===== src/rtl/pulse_event_sync_if.sv =====
// Event-crossing bundle: source-domain toggle in, destination-domain pulse out.
// PULSE_EVENT_SYNC_CNT_EN adds the delivered-event counter and its CNT_W width.
interface pulse_event_sync_if
`ifdef PULSE_EVENT_SYNC_CNT_EN
  #(parameter int CNT_W = 8)
`endif
  ();
  logic i_toggle_aclk;
  logic o_pulse_bclk;
`ifdef PULSE_EVENT_SYNC_CNT_EN
  logic [CNT_W-1:0] o_event_cnt;
`endif

  modport master (
    output i_toggle_aclk,
`ifdef PULSE_EVENT_SYNC_CNT_EN
    input  o_event_cnt,
`endif
    input  o_pulse_bclk
  );

  modport slave (
    input  i_toggle_aclk,
`ifdef PULSE_EVENT_SYNC_CNT_EN
    output o_event_cnt,
`endif
    output o_pulse_bclk
  );
endinterface


===== src/rtl/pulse_event_sync.sv =====
// Receiving half of a toggle-encoded pulse crossing: synchronize, edge-detect, one pulse per event.
// Optional delivered-event counter enabled by defining PULSE_EVENT_SYNC_CNT_EN.
module pulse_event_sync #(
  parameter int SYNC_STAGES = 2
`ifdef PULSE_EVENT_SYNC_CNT_EN
  ,
  parameter int CNT_W = 8
`endif
) (
  input  logic               i_bclk,
  input  logic               i_rst_n,
  pulse_event_sync_if.slave  bus
);
  localparam int WARM_W = $clog2(SYNC_STAGES + 2);
  localparam logic [WARM_W-1:0] WARM_INIT = WARM_W'(SYNC_STAGES + 1);

  logic [SYNC_STAGES-1:0] sync_q, sync_d;
  logic                   prev_q, prev_d;
  logic                   pulse_q, pulse_d;
  logic [WARM_W-1:0]      warm_q, warm_d;

  // Warm-up masks the chain settling onto a toggle level that was already set at reset.
  always_comb begin
    sync_d  = {sync_q[SYNC_STAGES-2:0], bus.i_toggle_aclk};
    prev_d  = sync_q[SYNC_STAGES-1];
    warm_d  = (warm_q == '0) ? warm_q : warm_q - WARM_W'(1);
    pulse_d = (warm_q == '0) && (sync_q[SYNC_STAGES-1] ^ prev_q);
  end

  always_ff @(posedge i_bclk or negedge i_rst_n) begin
    if (!i_rst_n) begin
      sync_q  <= '0;
      prev_q  <= 1'b0;
      pulse_q <= 1'b0;
      warm_q  <= WARM_INIT;
    end else begin
      sync_q  <= sync_d;
      prev_q  <= prev_d;
      pulse_q <= pulse_d;
      warm_q  <= warm_d;
    end
  end

  assign bus.o_pulse_bclk = pulse_q;

`ifdef PULSE_EVENT_SYNC_CNT_EN
  logic [CNT_W-1:0] cnt_q, cnt_d;

  always_comb begin
    cnt_d = pulse_q ? cnt_q + CNT_W'(1) : cnt_q;
  end

  always_ff @(posedge i_bclk or negedge i_rst_n) begin
    if (!i_rst_n) cnt_q <= '0;
    else          cnt_q <= cnt_d;
  end

  assign bus.o_event_cnt = cnt_q;
`endif
endmodule


===== src/flat_wrapper.sv =====
// flat-port wrapper written by rule: the top's interface ports become plain ports
module pulse_event_sync_flat 
#(
  parameter int SYNC_STAGES = 2

)
  (i_bclk, i_rst_n, bus_i_toggle_aclk, bus_o_pulse_bclk);
  pulse_event_sync_if bus_i ();
  input  logic i_bclk;
  input  logic i_rst_n;
  input wire logic [$bits(bus_i.i_toggle_aclk)-1:0] bus_i_toggle_aclk;
  output wire logic [$bits(bus_i.o_pulse_bclk)-1:0] bus_o_pulse_bclk;
  assign bus_i.i_toggle_aclk = bus_i_toggle_aclk;
  assign bus_o_pulse_bclk = bus_i.o_pulse_bclk;
  pulse_event_sync #(.SYNC_STAGES(SYNC_STAGES)) u_core (.i_bclk(i_bclk), .i_rst_n(i_rst_n), .bus(bus_i));
endmodule

===== config.mk =====
export PLATFORM = sky130hd
export DESIGN_NAME = pulse_event_sync_flat
export DESIGN_NICKNAME = d
export VERILOG_FILES = /design/src/rtl/pulse_event_sync_if.sv /design/src/rtl/pulse_event_sync.sv /design/src/flat_wrapper.sv
export SDC_FILE = /design/constraint.sdc
export NUM_CORES = 1
export LEC_CHECK = 0
export ABC_AREA = 1
export CAP_MARGIN = 20
export CORE_AREA = 5 5 42 44
export CTS_BUF_LIST = sky130_fd_sc_hd__clkbuf_4
export DETAILED_ROUTE_END_ITERATION = 10
export DIE_AREA = 0 0 47 49
export DONT_BUFFER_PORTS = 1
export SETUP_SLACK_MARGIN = 0.02
export SLEW_MARGIN = 15
export SYNTH_ARGS = -nofsm -noshare
export SYNTH_HDL_FRONTEND = slang
export SYNTH_SLANG_ARGS = --single-unit

===== constraint.sdc =====
create_clock -name i_bclk -period 1.5 [get_ports i_bclk]
set_clock_uncertainty 0.2 [all_clocks]
set_input_delay 0.075 -clock i_bclk [delete_from_list [all_inputs] [get_ports i_bclk]]
set_output_delay 0.075 -clock i_bclk [all_outputs]
set_load 0.05 [all_outputs]

Word-level counts from Yosys, hierarchy flattened
Cells that the tools add are included.
- reduce and logical (&&, ||, !) cells: 2
- $add $sub $neg: 1
- bitwise logic cells: 1
- operators by type and width (cell ; number):
    zero test 2 bit ; 1
    subtractor 2 x 1 -> 2 bit (second input constant) ; 1
    logical AND 1 bit ; 1
    bitwise XOR 1 bit ; 1
- input bits: 3
- register bits: 6

Logic depth before layout (Yosys ltp)
Gate-level depths: netlist of the first run.
- word-level depth: 2
- depth in mapped cells: 4
- gate-level depth less buffers: 4

Least setup slack after synthesis of the first run
No wires, ideal clock.
- path kind: reg2reg
- from: reg u_core.warm_q[0]
- to: reg u_core.warm_q[1]
- stages on the path, launching flop included: 4
- arrival time: 943 ps
- path slack: 278 ps
- library setup time: 79 ps
- path through: dfstp_2 -> inv_1 -> ha_1 -> o21ai_0
- longest elaborated chain between the ends: 1
- elaborated cells on any way between the ends: 2
- classes of those cells: 1 x add/sub; 1 x reduce/logical
- RTL lines (what ; line ; source):
    start, declared ; pulse_event_sync.sv:20 ; logic [WARM_W-1:0] warm_q, warm_d;
    start signal, assigned ; pulse_event_sync.sv:40 ; warm_q <= warm_d;
    subtractor 2 x 1 -> 2 bit / zero test 2 bit (equally long branches) ; pulse_event_sync.sv:26 ; warm_d = (warm_q == '0) ? warm_q : warm_q - WARM_W'(1);
Parallel ways exist; a longest one is shown, timed or not.
A chain may end at the register's enable or synchronous reset.

Worst setup path after layout of the first run
- from: reg u_core.warm_q[0]
- to: reg u_core.warm_q[0]
Same word-level chain as after synthesis.

==> reports/qor.txt, run 1 <==
Status: finished, final reports clean
Clk sink count: 6
Via count normalized by instance count: 3.32
Total core area: 1400 um2
Area share of the largest cell type after synthesis: 0.488
Largest net degree at the start of global routing: 7
Static Leak: 0.117 nW
Hold path start: u_core.sync_q[0]
Final-stage net count: 28
First-pass GRT wire length: 552 um
Initial core utilization: 0.146
Die Span X: 47 um
Period utilisation layout: 0.835
Placed standard-cell area: 225 um2
Worst reg2reg path endpoint: u_core.warm_q[0]
Critical Path, Cell by Cell: inv_1 > ha_1 > xnor2_1
Setup CP Type: flop to flop
Overall global routing resource usage: 0.0432
Final WL: 295 um
Min cycle time layout: 1.25 ns
Final Cell Area: 278 um2
Number of max-cap violations: 0
Top cell type by total area after synthesis: dfrtp_1
Crit path depth: 3
Final core occ: 0.198
CP endpoint kind: flop
Die height: 49 um
Worst r2r path cells: 3
Distinct cells, synth: 8
Area grow syn2layout: 35.4%
Delay-heaviest family, CP: flip-flops
Power per cell area: 1210 nW/um2
WP buf/inv: 1
Routed wire per std cell: 7.76 um
Crit path max-delay cell type: dfstp_2
Synth Instances: 16
VDD IR max: 0.000472 V
Reg-to-reg setup timing slack: 0.25 ns
Synthesis Warnings: 0
Mean Syn Cell Area: 12.8 um2
Min-delay worst type: flop to flop
Post-Synthesis Cell Area: 205 um2
Initial antenna violation count: 0
Post-route ant nets: 0
Slowest cell delay on critical path: 0.53 ns
Mapped Nets: 20
Initial drt markers: 0
Worst relative slew slack: 0.698
TritonCTS clock tree: done
Fin. Hold Viols: 0
Clock buffer depth: 2
Num CTS Buffers: 3
Cell row count: 14
CTS Root Cell: clkbuf_4
H-Tree Depth: 1
Final setup vio count: 0
Grt ovf: 0
Vias in the first global route: 127
Origin of the worst setup path: u_core.warm_q[0]
Port Buffers: 0
Min Hold Slack: 0.153 ns
Req. time, crit path: 1.46 ns
Hold EP: u_core.sync_q[1]
DRC viols: 0
Setup TNS: 0 ns
Layout cells sized above 1: 0.227
Detailed-route via count: 126
Skew-Pair Late Insertion Delay: 0.24 ns
# IOs: 4
Max Clk Rate: 799 MHz
Worst Tran Pin Value: 0.453 ns
Final Worst Setup Slack: 0.248 ns
Fin. max-slew vios: 0
GPL Wtd Cong: 0.639
Worst Hold Depth: 0
Sequential share of the synthesized area: 0.744
First-pass DRT Iterations: 1
Die area: 2300 um2
Unrepaired setup endpoints after global routing: no
Antenna diode count: 0
CP max FO: 4
Number of synthesized register bits: 6
Post-DP HPWL: 210 um
Top post-synthesis cells by area: dfrtp_1 49%, dfstp_2 26%, ha_1 6.1%
Worst R2R Start: u_core.warm_q[0]
CP Launch Type: flop
Dpl ws: 0.249 ns
Crit path DAT: 1.22 ns
Clock transition at the registers of the reported paths: 0.04 ns
-- synth_stat cells --
master / count
o21ai_0: 1
dfrtp_1: 4
nor2_1: 2
nand2_1: 3
xnor2_1: 1
ha_1: 1
dfstp_2: 2
inv_1: 2
-- metal layers --
metal	wire length [um]	GRT usage	vias up
li1	-	-	61
met1	116	0.0359	55
met2	116	0.0407	8
met3	53	0.0554	2
met4	9	0.0553	0
met5	0	0	-
-- metrics by stage --
stage               total power (W)  instances
CTS                        0.000346         38
detailed placement         0.000184         32
global placement           0.000184         32
finish                     0.000336         38
floorplan                  0.000183         16
global route               0.000364         38
-- cells in the final DEF, fill, tap and decap left out --
cell,count
o21ai_0,1
inv_1,2
dfrtp_1,4
xnor2_1,1
nor2_1,2
dlygate4sd3_1,3
dfstp_2,2
nand2_1,3
clkbuf_4,3
ha_1,1
-- registers in the layout, indices dropped and copies added (netlist names) --
| signal | count |
|---|---|
| u_core.bus.o_pulse_bclk | 1 |
| u_core.sync_q | 2 |
| u_core.warm_q | 2 |
| u_core.prev_q | 1 |
-- worst reg2reg max path: stages (launching register included) --
cell and delay, ns:
dfstp_2 0.53, inv_1 0.04, ha_1 0.23, xnor2_1 0.18
-- worst max-delay path by stage --
stage	slack (ns)	end
4_1_cts	0.24	u_core.warm_q[0]
3_5_place_dp	0.25	u_core.warm_q[1]
3_3_place_gp	0.26	u_core.warm_q[0]
2_1_floorplan	0.28	u_core.warm_q[1]
5_1_grt	0.15	u_core.warm_q[1]
6_report	0.25	u_core.warm_q[0]
-- where the power goes --
group	switching (W)	leakage (nW)	internal (W)	total, W
combinational	0.00000482	0.0363	0.00000642	0.0000112
sequential	0.0000103	0.0669	0.000169	0.000179
clock	0.0000555	0.0138	0.0000903	0.000146
total	0.0000706	0.117	0.000265	0.000336
-- cell families (layout without fill, tap and decap cells) --
group | count (synthesis) | after routing | synth area share
AO/OA/AOI/OAI | 1 | 1 | 0.0244
XOR/XNOR | 1 | 1 | 0.0427
adder cells (fa/ha/maj) | 1 | 1 | 0.0610
buffers and inverters | 2 | 8 | 0.0366
flip-flops | 6 | 6 | 0.744
AND/OR/NAND/NOR | 5 | 5 | 0.0915
-- repair_timing --
item | CTS | global route
endpoints found under the setup margin | 0 | 0
hold buffers | 3 | 0
gates resized for setup | 0 | 0
endpoints found under the hold margin | 7 | 0
buffers inserted | 0 | 0
-- cell type report --
class | count | area, um2
inverters | 2 | 7.51
well taps | 16 | 20.0
repair buffers | 3 | 30.0
clock buffers | 3 | 22.5
multi-input cells | 8 | 45.0
fillers | 161 | 1120
flip-flops and latches | 6 | 153
No activity file was read; power rests on OpenSTA's default activity.
==> run 2: changes to the inputs <==
Clock period 1.5 ns to 1.28 ns, I/O delays scaled along.
==> reports/qor.txt, run 2 (same netlist as run 1, synthesis figures left out) <==
WP buf/inv: 1 (unchanged)
Initial core utilization: 0.146 (unchanged)
Period utilisation layout: 0.924 (+0.0892)
CP endpoint kind: flop
First-pass GRT wire length: 600 um (+8.7%)
Static Leak: 0.140 nW (+20%)
Final core occ: 0.226 (+0.0277)
Initial drt markers: 2 (+2)
Sequential Power Share: 0.490 (-0.043)
Largest net degree at the start of global routing: 7 (unchanged)
Part of the power in combinational logic: 0.031 (-0.002)
Reg-to-reg setup timing slack: 0.1 ns (-0.15 ns)
Clock transition at the registers of the reported paths: 0.05 ns (about the same)
CTS Root Cell: clkbuf_4
Req. time, crit path: 1.25 ns (-0.21 ns)
Post-route ant nets: 0 (unchanged)
TritonCTS clock tree: done
Max Clk Rate: 845 MHz (+5.9%)
Overall global routing resource usage: 0.0461 (+0.00290)
Port Buffers: 0 (unchanged)
Clk sink count: 6 (unchanged)
Worst reg2reg path endpoint: u_core.warm_q[1]
Grt ovf: 0 (unchanged)
Unrepaired setup endpoints after global routing: no
Status: finished, final reports clean
Total core area: 1400 um2 (unchanged)
H-Tree Depth: 1 (unchanged)
Crit path DAT: 1.15 ns (-0.07 ns)
Skew-Pair Late Insertion Delay: 0.24 ns (about the same)
Clk pwr share: 0.479 (+0.045)
Critical Path, Cell by Cell: inv_1 > ha_4 > o21ai_2
Worst relative slew slack: 0.701 (+0.00328)
Initial antenna violation count: 0 (unchanged)
Slowest cell delay on critical path: 0.52 ns (about the same)
Worst r2r path cells: 3 (unchanged)
Power per cell area: 1350 nW/um2 (+12%)
Die height: 49 um (unchanged)
Worst Tran Pin Value: 0.448 ns (-0.00493 ns)
CP max FO: 2 (-2)
Hold path start: u_core.sync_q[0]
Antenna diode count: 0 (unchanged)
DRC viols: 0 (unchanged)
Fin. max-slew vios: 0 (unchanged)
Routed wire per std cell: 8.25 um (+6.3%)
Detailed-route via count: 126 (unchanged)
Final WL: 330 um (+12%)
Placed standard-cell area: 225 um2 (unchanged)
CP Launch Type: flop
Final Cell Area: 317 um2 (+14%)
Num CTS Buffers: 3 (unchanged)
VDD IR max: 0.000638 V (+35%)
Clock buffer depth: 2 (unchanged)
Most frequent cells in the layout: 4 x clkbuf_4, 4 x dfrtp_1, 3 x nand2_1, 3 x dlygate4sd3_1
Worst Hold Depth: 0 (unchanged)
Final setup vio count: 0 (unchanged)
Vias in the first global route: 128 (+0.79%)
Delay-heaviest family, CP: flip-flops
Layout cells sized above 1: 0.417 (+0.189)
P_sw: 0.0000842 W (+19%)
Via count normalized by instance count: 3.15 (-5.0%)
Fillers: 158 (-1.9%)
Internal: 0.000344 W (+30%)
Die area: 2300 um2 (unchanged)
Final-stage net count: 29 (+3.6%)
Hold EP: u_core.sync_q[1]
First-pass DRT Iterations: 2 (+1)
Fin. Hold Viols: 0 (unchanged)
Crit path max-delay cell type: dfstp_2
Worst R2R Start: u_core.warm_q[0]
Die Span X: 47 um (unchanged)
Switch share: 0.196 (-0.0136)
# IOs: 4 (unchanged)
Top flop regs: u_core.sync_q (2), u_core.warm_q (2)
Min-delay worst type: flop to flop
Area grow syn2layout: 54.3%
Number of max-cap violations: 0 (unchanged)
Cell row count: 14 (unchanged)
GPL Wtd Cong: 0.654 (+2.3%)
Setup CP Type: flop to flop
Min cycle time layout: 1.18 ns (-0.0694 ns)
## run 2: routing by layer
layer,up-vias,share of wire,wire (um),global-route usage
met3,0,0.15,51,0.0701
met2,6,0.36,120,0.0339
met5,-,0,0,0
met1,57,0.48,158,0.0495
li1,63,-,-,-
met4,0,0,0,0.0415
## run 2: power by group through the flow
stage          clock, W  combinational, W  sequential (W)
2_1_floorplan         0        0.00000275        0.000212
3_3_place_gp          0        0.00000288        0.000212
3_5_place_dp          0        0.00000304        0.000213
4_1_cts        0.000217         0.0000138        0.000210
5_1_grt        0.000245         0.0000157        0.000211
6_report       0.000205         0.0000132        0.000210
## run 2: area by class of cell
class / count / area, um2 / share of cell area
multi-input cells: 8 / 68.8 / 0.217
well taps: 16 / 20.0 / 0.0632
flip-flops and latches: 6 / 153 / 0.482
inverters: 2 / 7.51 / 0.0237
repair buffers: 4 / 37.5 / 0.119
clock buffers: 4 / 30.0 / 0.0949
## run 2: repair_timing
action                                  CTS  global route
hold endpoints to repair                  7             0
buffers inserted                          0             1
gates resized for setup                   1             4
hold buffers                              3             0
endpoints found under the setup margin    1             3
pin swaps                                 0             1
cloned                                    0             0
## run 2: worst max path at each step
stage / startpoint / end / slack [ns] / depth (start not counted)
2_1_floorplan: u_core.warm_q[0] / u_core.warm_q[1] / 0.06 / 3
3_3_place_gp: u_core.warm_q[0] / u_core.warm_q[1] / 0.04 / 3
3_5_place_dp: u_core.warm_q[0] / u_core.warm_q[1] / -0.005 / 3
4_1_cts: u_core.warm_q[0] / u_core.warm_q[1] / 0.03 / 3
5_1_grt: u_core.warm_q[0] / u_core.warm_q[1] / 0.06 / 3
6_report: u_core.warm_q[0] / u_core.warm_q[1] / 0.1 / 3
## run 2: stage by stage
stage               setup WS [ns]  setup TNS (ns)  power [W]  std cells  hold WS, ns
floorplan                  0.0584               0   0.000214         16       -0.432
global placement           0.0435               0   0.000215         32       -0.431
detailed placement       -0.00495        -0.00495   0.000216         32       -0.431
CTS                        0.0255               0   0.000441         39        0.142
global route               0.0558               0   0.000471         40        0.163
finish                     0.0972               0   0.000428         40        0.139
